===== src/rtl/alarm_fsm_core.sv =====
// rtl/alarm_fsm_core.sv - elapsed-seconds alarm state machine for the egg timer
//
// Counts rising edges of the seconds clock while enabled, from 0 up to a
// programmable limit, then raises a sticky alarm flag held until reset.
//
// Ports:
//   sec_clk - seconds clock; every state change happens on its rising edge
//   rst     - synchronous, active-high reset (priority over all inputs)
//   enable  - level-sensitive run/pause control
//   max     - alarm limit in seconds, unsigned, sampled every cycle
//   count   - elapsed seconds, registered (feeds the display)
//   alarm   - alarm flag, registered, sticky until reset (drives the buzzer)

module alarm_fsm_core #(
  parameter int SIZE = 4
) (
  input  logic            sec_clk,
  input  logic            rst,
  input  logic            enable,
  input  logic [SIZE-1:0] max,
  output logic [SIZE-1:0] count,
  output logic            alarm
);

  typedef enum logic [1:0] {
    IDLE     = 2'd0,
    COUNTING = 2'd1,
    ALARM    = 2'd2
  } state_t;

  state_t state;

  always_ff @(posedge sec_clk) begin
    if (rst) begin
      state <= IDLE;
      count <= '0;
      alarm <= 1'b0;
    end else begin
      case (state)
        IDLE: begin
          if (enable) begin
            if (max == '0) begin
              // zero limit: fire on the first enabled edge without counting
              state <= ALARM;
              alarm <= 1'b1;
            end else begin
              state <= COUNTING;
              count <= {{(SIZE-1){1'b0}}, 1'b1};
            end
          end
        end

        COUNTING: begin
          if (enable) begin
            // >= rather than == so that lowering max below count mid-run
            // still fires; count stops at max, so it can never wrap
            if (count >= max) begin
              state <= ALARM;
              alarm <= 1'b1;
            end else begin
              count <= count + 1'b1;
            end
          end
        end

        ALARM: begin
          // sticky: only rst leaves this state
          alarm <= 1'b1;
        end

        default: begin
          // unreachable encoding: recover to a clean idle
          state <= IDLE;
          count <= '0;
          alarm <= 1'b0;
        end
      endcase
    end
  end

endmodule


===== config.mk =====
export PLATFORM = sky130hd
export DESIGN_NAME = alarm_fsm_core
export DESIGN_NICKNAME = d
export VERILOG_FILES = /design/src/rtl/alarm_fsm_core.sv
export SDC_FILE = /design/constraint.sdc
export NUM_CORES = 1
export LEC_CHECK = 0
export CORE_AREA = 4 4 41 43
export CTS_CLUSTER_SIZE = 8
export DETAILED_ROUTE_END_ITERATION = 16
export DIE_AREA = 0 0 45 47
export DONT_BUFFER_PORTS = 1
export GPL_TIMING_DRIVEN = 0
export SLEW_MARGIN = 30
export SYNTH_ARGS = -nofsm -noshare
export SYNTH_HDL_FRONTEND = slang
export SYNTH_SLANG_ARGS = --single-unit

===== constraint.sdc =====
create_clock -name sec_clk -period 2.5 [get_ports sec_clk]
set_input_delay 0.375 -clock sec_clk [delete_from_list [all_inputs] [get_ports sec_clk]]
set_output_delay 0.375 -clock sec_clk [all_outputs]
set_load 0.1 [all_outputs]

After elaboration in Yosys (flattened, before gate mapping). Cells that the tools add are included.

Add/subtract/negate cells: 1. Magnitude comparators: 1. Eq/ne operators: 8. Mux-type cells: 15. Bitwise logic cells: 1. Reduce and logical (&&, ||, !) cells: 5.

Operator list (count): $mux 4 (4); $ne 2x2->1 const B (6); $pmux 4 s3 (1); $mux 2 (4); $reduce_and 4->1 (2); $pmux 2 s3 (1); $reduce_and 5->1 (1); $add 4x1->4 const B (1); $ge 4x4->1 (1); $logic_not 4->1 (1); $mux 1 (4); $pmux 1 s3 (1); $eq 2x1->1 const B (1); $eq 2x2->1 const B (1); $logic_not 2->1 (1); $not 1->1 (1).

Register bits after elaboration: 7. Input port bits: 7. Output and inout port bits: 5.

Longest topological paths before layout. Gate-level depths: netlist (run 1).

Depth after elaboration: 4. Gate-level depth with buffers: 6. Depth with buffers taken out: 6.

Least setup slack after synthesis (run 1). Ideal clock, no wire load.

Kind: reg-to-reg. From: register count[0]. To: register count[2]. Data arrival time: 2.354 ns. Data required time: 2.378 ns. Setup slack: 0.024 ns. Cell stages (with the launch flop): 7. Clock period less this slack: 2.476 ns. Path through: dfxtp_1 -> inv_1 -> ha_1 -> nor3b_1 -> o211ai_1 -> and3_4 -> a221o_1.

Longest elaborated chain between the ends: 4. Elaborated cells between the ends (all ways): 7. Those cells by class: 1 x add/sub; 1 x order compare; 1 x eq/ne; 3 x mux; 1 x reduce/logical.

RTL lines: start: declaration (RTL line 21) `output logic [SIZE-1:0] count,`; start signal: assignment (RTL line 48) `count <= {{(SIZE-1){1'b0}}, 1'b1};`; start signal: assignment (RTL line 61) `count <= count + 1'b1;`; $add 4x1->4 (RTL line 61); $mux 4 (RTL line 57) `if (count >= max) begin`; $mux 4 (RTL line 54) `if (enable) begin`; $pmux 4 s3 (RTL line 39) `case (state)`.

Several ways; a longest one is shown, not always the timed one. The select of a mux whose other input is x is not followed. A chain may end at the register's enable or synchronous reset.

Worst setup path after layout (run 1). Ends and elaborated chain as after synthesis.

==> results.py, run 1 <==
metrics = {
    "pwr": {
        "total_power_mw": 0.348,
        "p_per_area_mw_per_mm2": 668,
        "p_leak_nw": 0.244,
        "peakVddDrop_uv": 283,
    },
    "placed_design": {
        "place_area_um2": 495,
        "numPortBuffers": 0,
        "gp_congestion": 0.783,
        "dp_slack_ps": 233,
        "hpwl_um": 762,
    },
    "logic_synthesis": {
        "avgSynthCellArea_um2": 8.58,
        "ys_seq_elements": 7,
        "synthTopCellsByArea": "dfxtp_1 30%, ha_1 13%, inv_1 6.4%, a21oi_1 5.3%, o211ai_1 3.2%",
        "syn-num-nets": 67,
        "synthTopCellsByCount": "8 x inv_1, 7 x dfxtp_1, 5 x a21oi_1, 5 x ha_1, 3 x nand2_1",
        "synth_largest_area_cell": "dfxtp_1",
        "synth.most_common_cell": "inv_1",
        "yosysUniqueCellTypes": 29,
        "synth_edf_count": 0,
        "ys_warn_count": 0,
        "yosysTopAreaCellShare_pct": 29.7,
        "async_reset_ff_share_pct": 0,
        "ys.flop_type": "dfxtp_1",
        "postSynthCellCount": 55,
        "syn_area_um2": 472,
        "synth.yosys.seq_area_share_pct": 29.7,
    },
    "drt": {
        "ant_nets": 0,
        "routed_wl_um": 944,
        "wl_per_cell_um": 12.8,
        "drc": 0,
        "routed_via_density": 5.57,
        "vias": 412,
        "drt_iter0_drc": 3,
        "dr.pass1.iters": 4,
    },
    "clock_tree": {
        "htreeDepth": 1,
        "post_cts_buffers": 0,
        "tritoncts": "built",
        "path_clk_slew_ps": 50,
        "cts_buffer_depth": 2,
        "cts-hold-fix-buffers": 0,
        "postCtsResizedCells": 0,
        "clock_latency_ps": 250,
        "root_buffer": "clkbuf_4",
        "numCtsBuffers": 3,
        "cts_num_sinks": 7,
    },
    "critical_path": {
        "worstPathRequired_ps": 2640,
        "setup.worst_path.start_class": "flop",
        "cp.arrival_ps": 2420,
        "cp_max_fo": 6,
        "critPathKind": "reg -> reg",
        "crit_path_end_kind": "flop",
    },
    "finish": {
        "fin_area_um2": 522,
        "layout-drive-gt1-share_pct": 16.9,
        "diodes": 0,
        "nFillCells": 146,
        "syn2layout_area_growth_pct": 10.6,
        "num-nets-final": 72,
    },
    "sta": {
        "slew_headroom_pct": 33.6,
        "tightest_slew_ps": 995,
        "period_minus_slack_ps": 2270,
        "max_freq_mhz": 440,
        "hold_violations": 0,
        "whs_ps": 190,
        "setup_viol": 0,
        "rsz0062_at_grt": "false",
        "fin_ws_ps": 225,
        "fin_skew_ps": 0.195,
        "fin_crit_sh_pct": 91.0,
        "slew_violations": 0,
    },
    "min_path": {
        "hold_class": "in -> reg",
    },
    "floorplanning": {
        "start_util_pct": 36.2,
        "num_io_pins": 12,
        "die_h_um": 47,
        "dieArea_mm2": 0.00212,
        "core_area_mm2": 0.00130,
        "die_w_um": 45,
        "rows": 13,
    },
    "global_route": {
        "grt.overflow.total": 0,
        "grt_use_total_pct": 12.3,
        "grt_pass1_vias": 387,
        "grt_pass1_wl_um": 1740,
        "grt_max_degree": 9,
        "antenna_found_initial": 0,
    },
    "run_status": {
        "status": "finished, final reports clean",
    },
    "flow_run": {
        "drv_cap": 0,
    },
}
final timing paths:
kind / startpoint / depth (start not counted) / to / slack (ps)
max: count[0]$_SDFFE_PP0P_ / 6 / count[2]$_SDFFE_PP0P_ / 230
min: rst / 1 / state[1]$_SDFFE_PP0P_ / 190
max reg2reg: count[0]$_SDFFE_PP0P_ / 6 / count[2]$_SDFFE_PP0P_ / 230
min reg2reg: state[1]$_SDFFE_PP0P_ / 1 / state[0]$_SDFFE_PP0P_ / 600
sequential cells by signal (all words and copies together), names as in the netlist:
signal  count
count       4
alarm       1
state       2
report_power, final:
part           leakage (nW)  switching, mW  internal [mW]
registers            0.0590         0.0626          0.123
logic                 0.170         0.0276         0.0291
clock network        0.0150         0.0451         0.0611
total                 0.244          0.135          0.213
worst max-delay path, cell delays in order, from the launching register on:
cell	delay (ps)
dfxtp_2	720
inv_1	90
ha_1	280
nor3b_1	310
o211ai_1	210
and3_4	220
a221o_1	330
cells by family after synthesis:
| group | synth area share, % |
|---|---|
| AO/OA/AOI/OAI | 27.3 |
| adder cells (fa/ha/maj) | 13.3 |
| buffers and inverters | 6.37 |
| flip-flops | 29.7 |
| AND/OR/NAND/NOR | 23.3 |
per-layer routing:
metal	track usage (%)	share of wire, %
met2	15.5	42
met4	10.5	2.0
met3	5.36	6.3
met1	15.5	50
met5	0	0
cells in the final DEF (no fill, tap or decap), types with 2 or more instances in the layout:
| master | Yosys | layout |
|---|---|---|
| ha_1 | 5 | 5 |
| clkbuf_4 | 0 | 3 |
| dfxtp_2 | 0 | 4 |
| dfxtp_1 | 7 | 3 |
| o211ai_1 | 2 | 2 |
| a21oi_1 | 5 | 5 |
| inv_1 | 8 | 8 |
| nor4_1 | 2 | 2 |
| o21a_1 | 2 | 2 |
| nand2_1 | 3 | 3 |
metrics by stage:
stage | util, % | std cells | setup TNS [ps]
after floorplan | - | 55 | 0
after global routing | 40.1 | 74 | 0
after global placement | 37.7 | 70 | -322
after detailed placement | 38.1 | 70 | 0
after CTS | 40.1 | 74 | 0
final | 40.1 | 74 | 0
final cells by class:
cell class / instances / area [µm²] / share of cell area, %
Multi-Input combinational cell: 40 / 302 / 57.8
Sequential cell: 7 / 145 / 27.8
Inverter: 8 / 30.0 / 5.76
Clock buffer: 4 / 26.3 / 5.04
Tap cell: 15 / 18.8 / 3.60
Note: power is estimated with default switching activity, not from simulation.
==> inputs of run 2 (changes only) <==
--- a/config.mk
+++ b/config.mk
@@ -5,12 +5,14 @@
 export SDC_FILE = /design/constraint.sdc
 export NUM_CORES = 1
 export LEC_CHECK = 0
-export CORE_AREA = 4 4 41 43
+export CORE_AREA = 2 2 39 41
+export CTS_CLUSTER_DIAMETER = 100
 export CTS_CLUSTER_SIZE = 8
 export DETAILED_ROUTE_END_ITERATION = 16
-export DIE_AREA = 0 0 45 47
+export DIE_AREA = 0 0 41 43
 export DONT_BUFFER_PORTS = 1
 export GPL_TIMING_DRIVEN = 0
+export MAX_ROUTING_LAYER = met4
 export SLEW_MARGIN = 30
 export SYNTH_ARGS = -nofsm -noshare
 export SYNTH_HDL_FRONTEND = slang
==> results.py, run 2 (synthesized netlist as in run 1, its figures left out) <==
metrics = {
    "critical_path": {
        "r2r-start": "count[0]$_SDFFE_PP0P_",
        "cpPeakStageDelay_ps": 720,
        "slowest_stage": "dfxtp_2",
        "reg2reg_to": "count[2]$_SDFFE_PP0P_",
        "crit_path_end_kind": "flop",
        "reg2reg_slack_ps": 240,
        "cp_max_fo": 6,
        "cp.depth": 6,
        "critPathKind": "reg -> reg",
        "setup.worst_path.start_class": "flop",
        "critPathBufInv": 1,
        "worstPathRequired_ps": 2640,
        "cp-startpoint": "count[0]$_SDFFE_PP0P_",
        "cp-endpoint": "count[2]$_SDFFE_PP0P_",
        "r2r_cells": 6,
        "path_cells": "inv_1, ha_1, nor3b_1, o211ai_1, and3_4, a221o_1",
        "path_delay_family": "flip-flops",
        "cp.arrival_ps": 2410,
    },
    "sta": {
        "slew_violations": 0,
        "period_minus_slack_ps": 2260,
        "hold_violations": 0,
        "fin_skew_ps": 3.04,
        "max_freq_mhz": 442,
        "slew_headroom_pct": 34.1,
        "fin_crit_sh_pct": 90.5,
        "setup_viol": 0,
        "tightest_slew_ps": 986,
        "fin_ws_ps": 236,
        "rsz0062_at_grt": "false",
        "tns_ps": 0,
    },
    "finish": {
        "largest_reg_flops": 4,
        "nFillCells": 148,
        "fin_area_um2": 523,
        "top_register": "count",
        "mostFrequentLayoutCells": "8 x inv_1, 5 x a21oi_1, 5 x ha_1",
        "layout-drive-gt1-share_pct": 16.9,
        "num-nets-final": 72,
        "mostFrequentLayoutCell": "inv_1",
        "syn2layout_area_growth_pct": 10.9,
        "diodes": 0,
        "stdcell_count": 75,
        "top_regs": "count (4), state (2), alarm (1)",
    },
    "floorplanning": {
        "core_area_mm2": 0.00138,
        "die_w_um": 41,
        "die_h_um": 43,
        "rows": 14,
        "start_util_pct": 34.1,
        "num_io_pins": 12,
        "dieArea_mm2": 0.00176,
    },
    "pwr": {
        "p_per_area_mw_per_mm2": 674,
        "peakVddDrop_uv": 238,
        "p_leak_nw": 0.244,
    },
    "drt": {
        "vias": 417,
        "routed_wl_um": 947,
        "ant_nets": 0,
        "routed_via_density": 5.56,
        "wl_per_cell_um": 12.6,
        "drc": 0,
        "drt_iter0_drc": 2,
        "dr.pass1.iters": 4,
    },
    "clock_tree": {
        "post_cts_buffers": 0,
        "htreeDepth": 1,
        "tritoncts": "built",
        "root_buffer": "clkbuf_4",
        "numCtsBuffers": 3,
        "clock_latency_ps": 260,
        "path_clk_slew_ps": 60,
        "cts_num_sinks": 7,
        "cts-hold-fix-buffers": 0,
        "cts_buffer_depth": 2,
    },
    "global_route": {
        "grt_use_total_pct": 12.9,
        "grt_pass1_wl_um": 1450,
        "grt_max_degree": 9,
        "grt.overflow.total": 0,
        "grt_pass1_vias": 371,
        "antenna_found_initial": 0,
    },
    "placed_design": {
        "hpwl_um": 782,
        "dp_cells": 71,
        "numPortBuffers": 0,
        "dp_slack_ps": 2.26,
        "gp_congestion": 0.701,
        "place_area_um2": 495,
    },
    "flow_run": {
        "drv_cap": 0,
    },
    "min_path": {
        "hold_class": "in -> reg",
        "holdPathStages": 1,
    },
    "run_status": {
        "status": "finished, final reports clean",
    },
}
## run 2: cell counts in the layout (fill, tap and decap cells not counted)
No cell type changed its count.
## run 2: what timing repair did
action                     CTS  global route
hold endpoints to repair     0             0
resized for setup            1             0
setup endpoints to repair    1             0
## run 2: worst min path at each step
stage                     from                     to  slack (ps)
after global routing       rst  state[1]$_SDFFE_PP0P_         180
final                      rst  state[1]$_SDFFE_PP0P_         180
after CTS                  rst  state[1]$_SDFFE_PP0P_         180
after floorplan            rst  state[1]$_SDFFE_PP0P_         450
after global placement     rst  state[1]$_SDFFE_PP0P_         450
after detailed placement   rst  state[1]$_SDFFE_PP0P_         460
## run 2: power by group
part | total [mW] | internal, mW | switching (mW)
registers | 0.185 | 0.123 | 0.0618
clock network | 0.110 | 0.0614 | 0.0484
logic | 0.0579 | 0.0293 | 0.0285
total | 0.352 | 0.214 | 0.139
## run 2: worst register-to-register path, cell delays in order, from the launching register on
cell and delay, ps:
dfxtp_2 720, inv_1 100, ha_1 290, nor3b_1 300, o211ai_1 200, and3_4 220, a221o_1 330
## run 2: area by class of cell
type,count,area (µm²),area share (%)
Clock buffer,4,26.3,5.02
Sequential cell,7,145,27.8
Tap cell,16,20.0,3.83
Inverter,8,30.0,5.74
Multi-Input combinational cell,40,302,57.7
## run 2: stage by stage
step	hold WS [ps]	power (mW)	utilization [%]
after floorplan	453	0.231	-
after global placement	455	0.242	35.5
after detailed placement	457	0.246	35.8
after CTS	180	0.355	37.8
after global routing	178	0.372	37.8
final	184	0.352	37.8
## run 2: routing by layer
layer  routed length, µm  up-vias  GRT usage, %
met5                   0        -             -
met4                  19        0          10.0
met3                  66        2          5.24
met2                 445       13          18.8
met1                 415      190          13.1
li1                    -      212             -
==> inputs of run 3 (changes only) <==
--- a/config.mk
+++ b/config.mk
@@ -13,6 +13,7 @@
 export DONT_BUFFER_PORTS = 1
 export GPL_TIMING_DRIVEN = 0
 export MAX_ROUTING_LAYER = met4
+export REMOVE_ABC_BUFFERS = 1
 export SLEW_MARGIN = 30
 export SYNTH_ARGS = -nofsm -noshare
 export SYNTH_HDL_FRONTEND = slang
==> results of run 3 <==
Same layout as run 2: the final DEF is identical, and so are final timing and power.
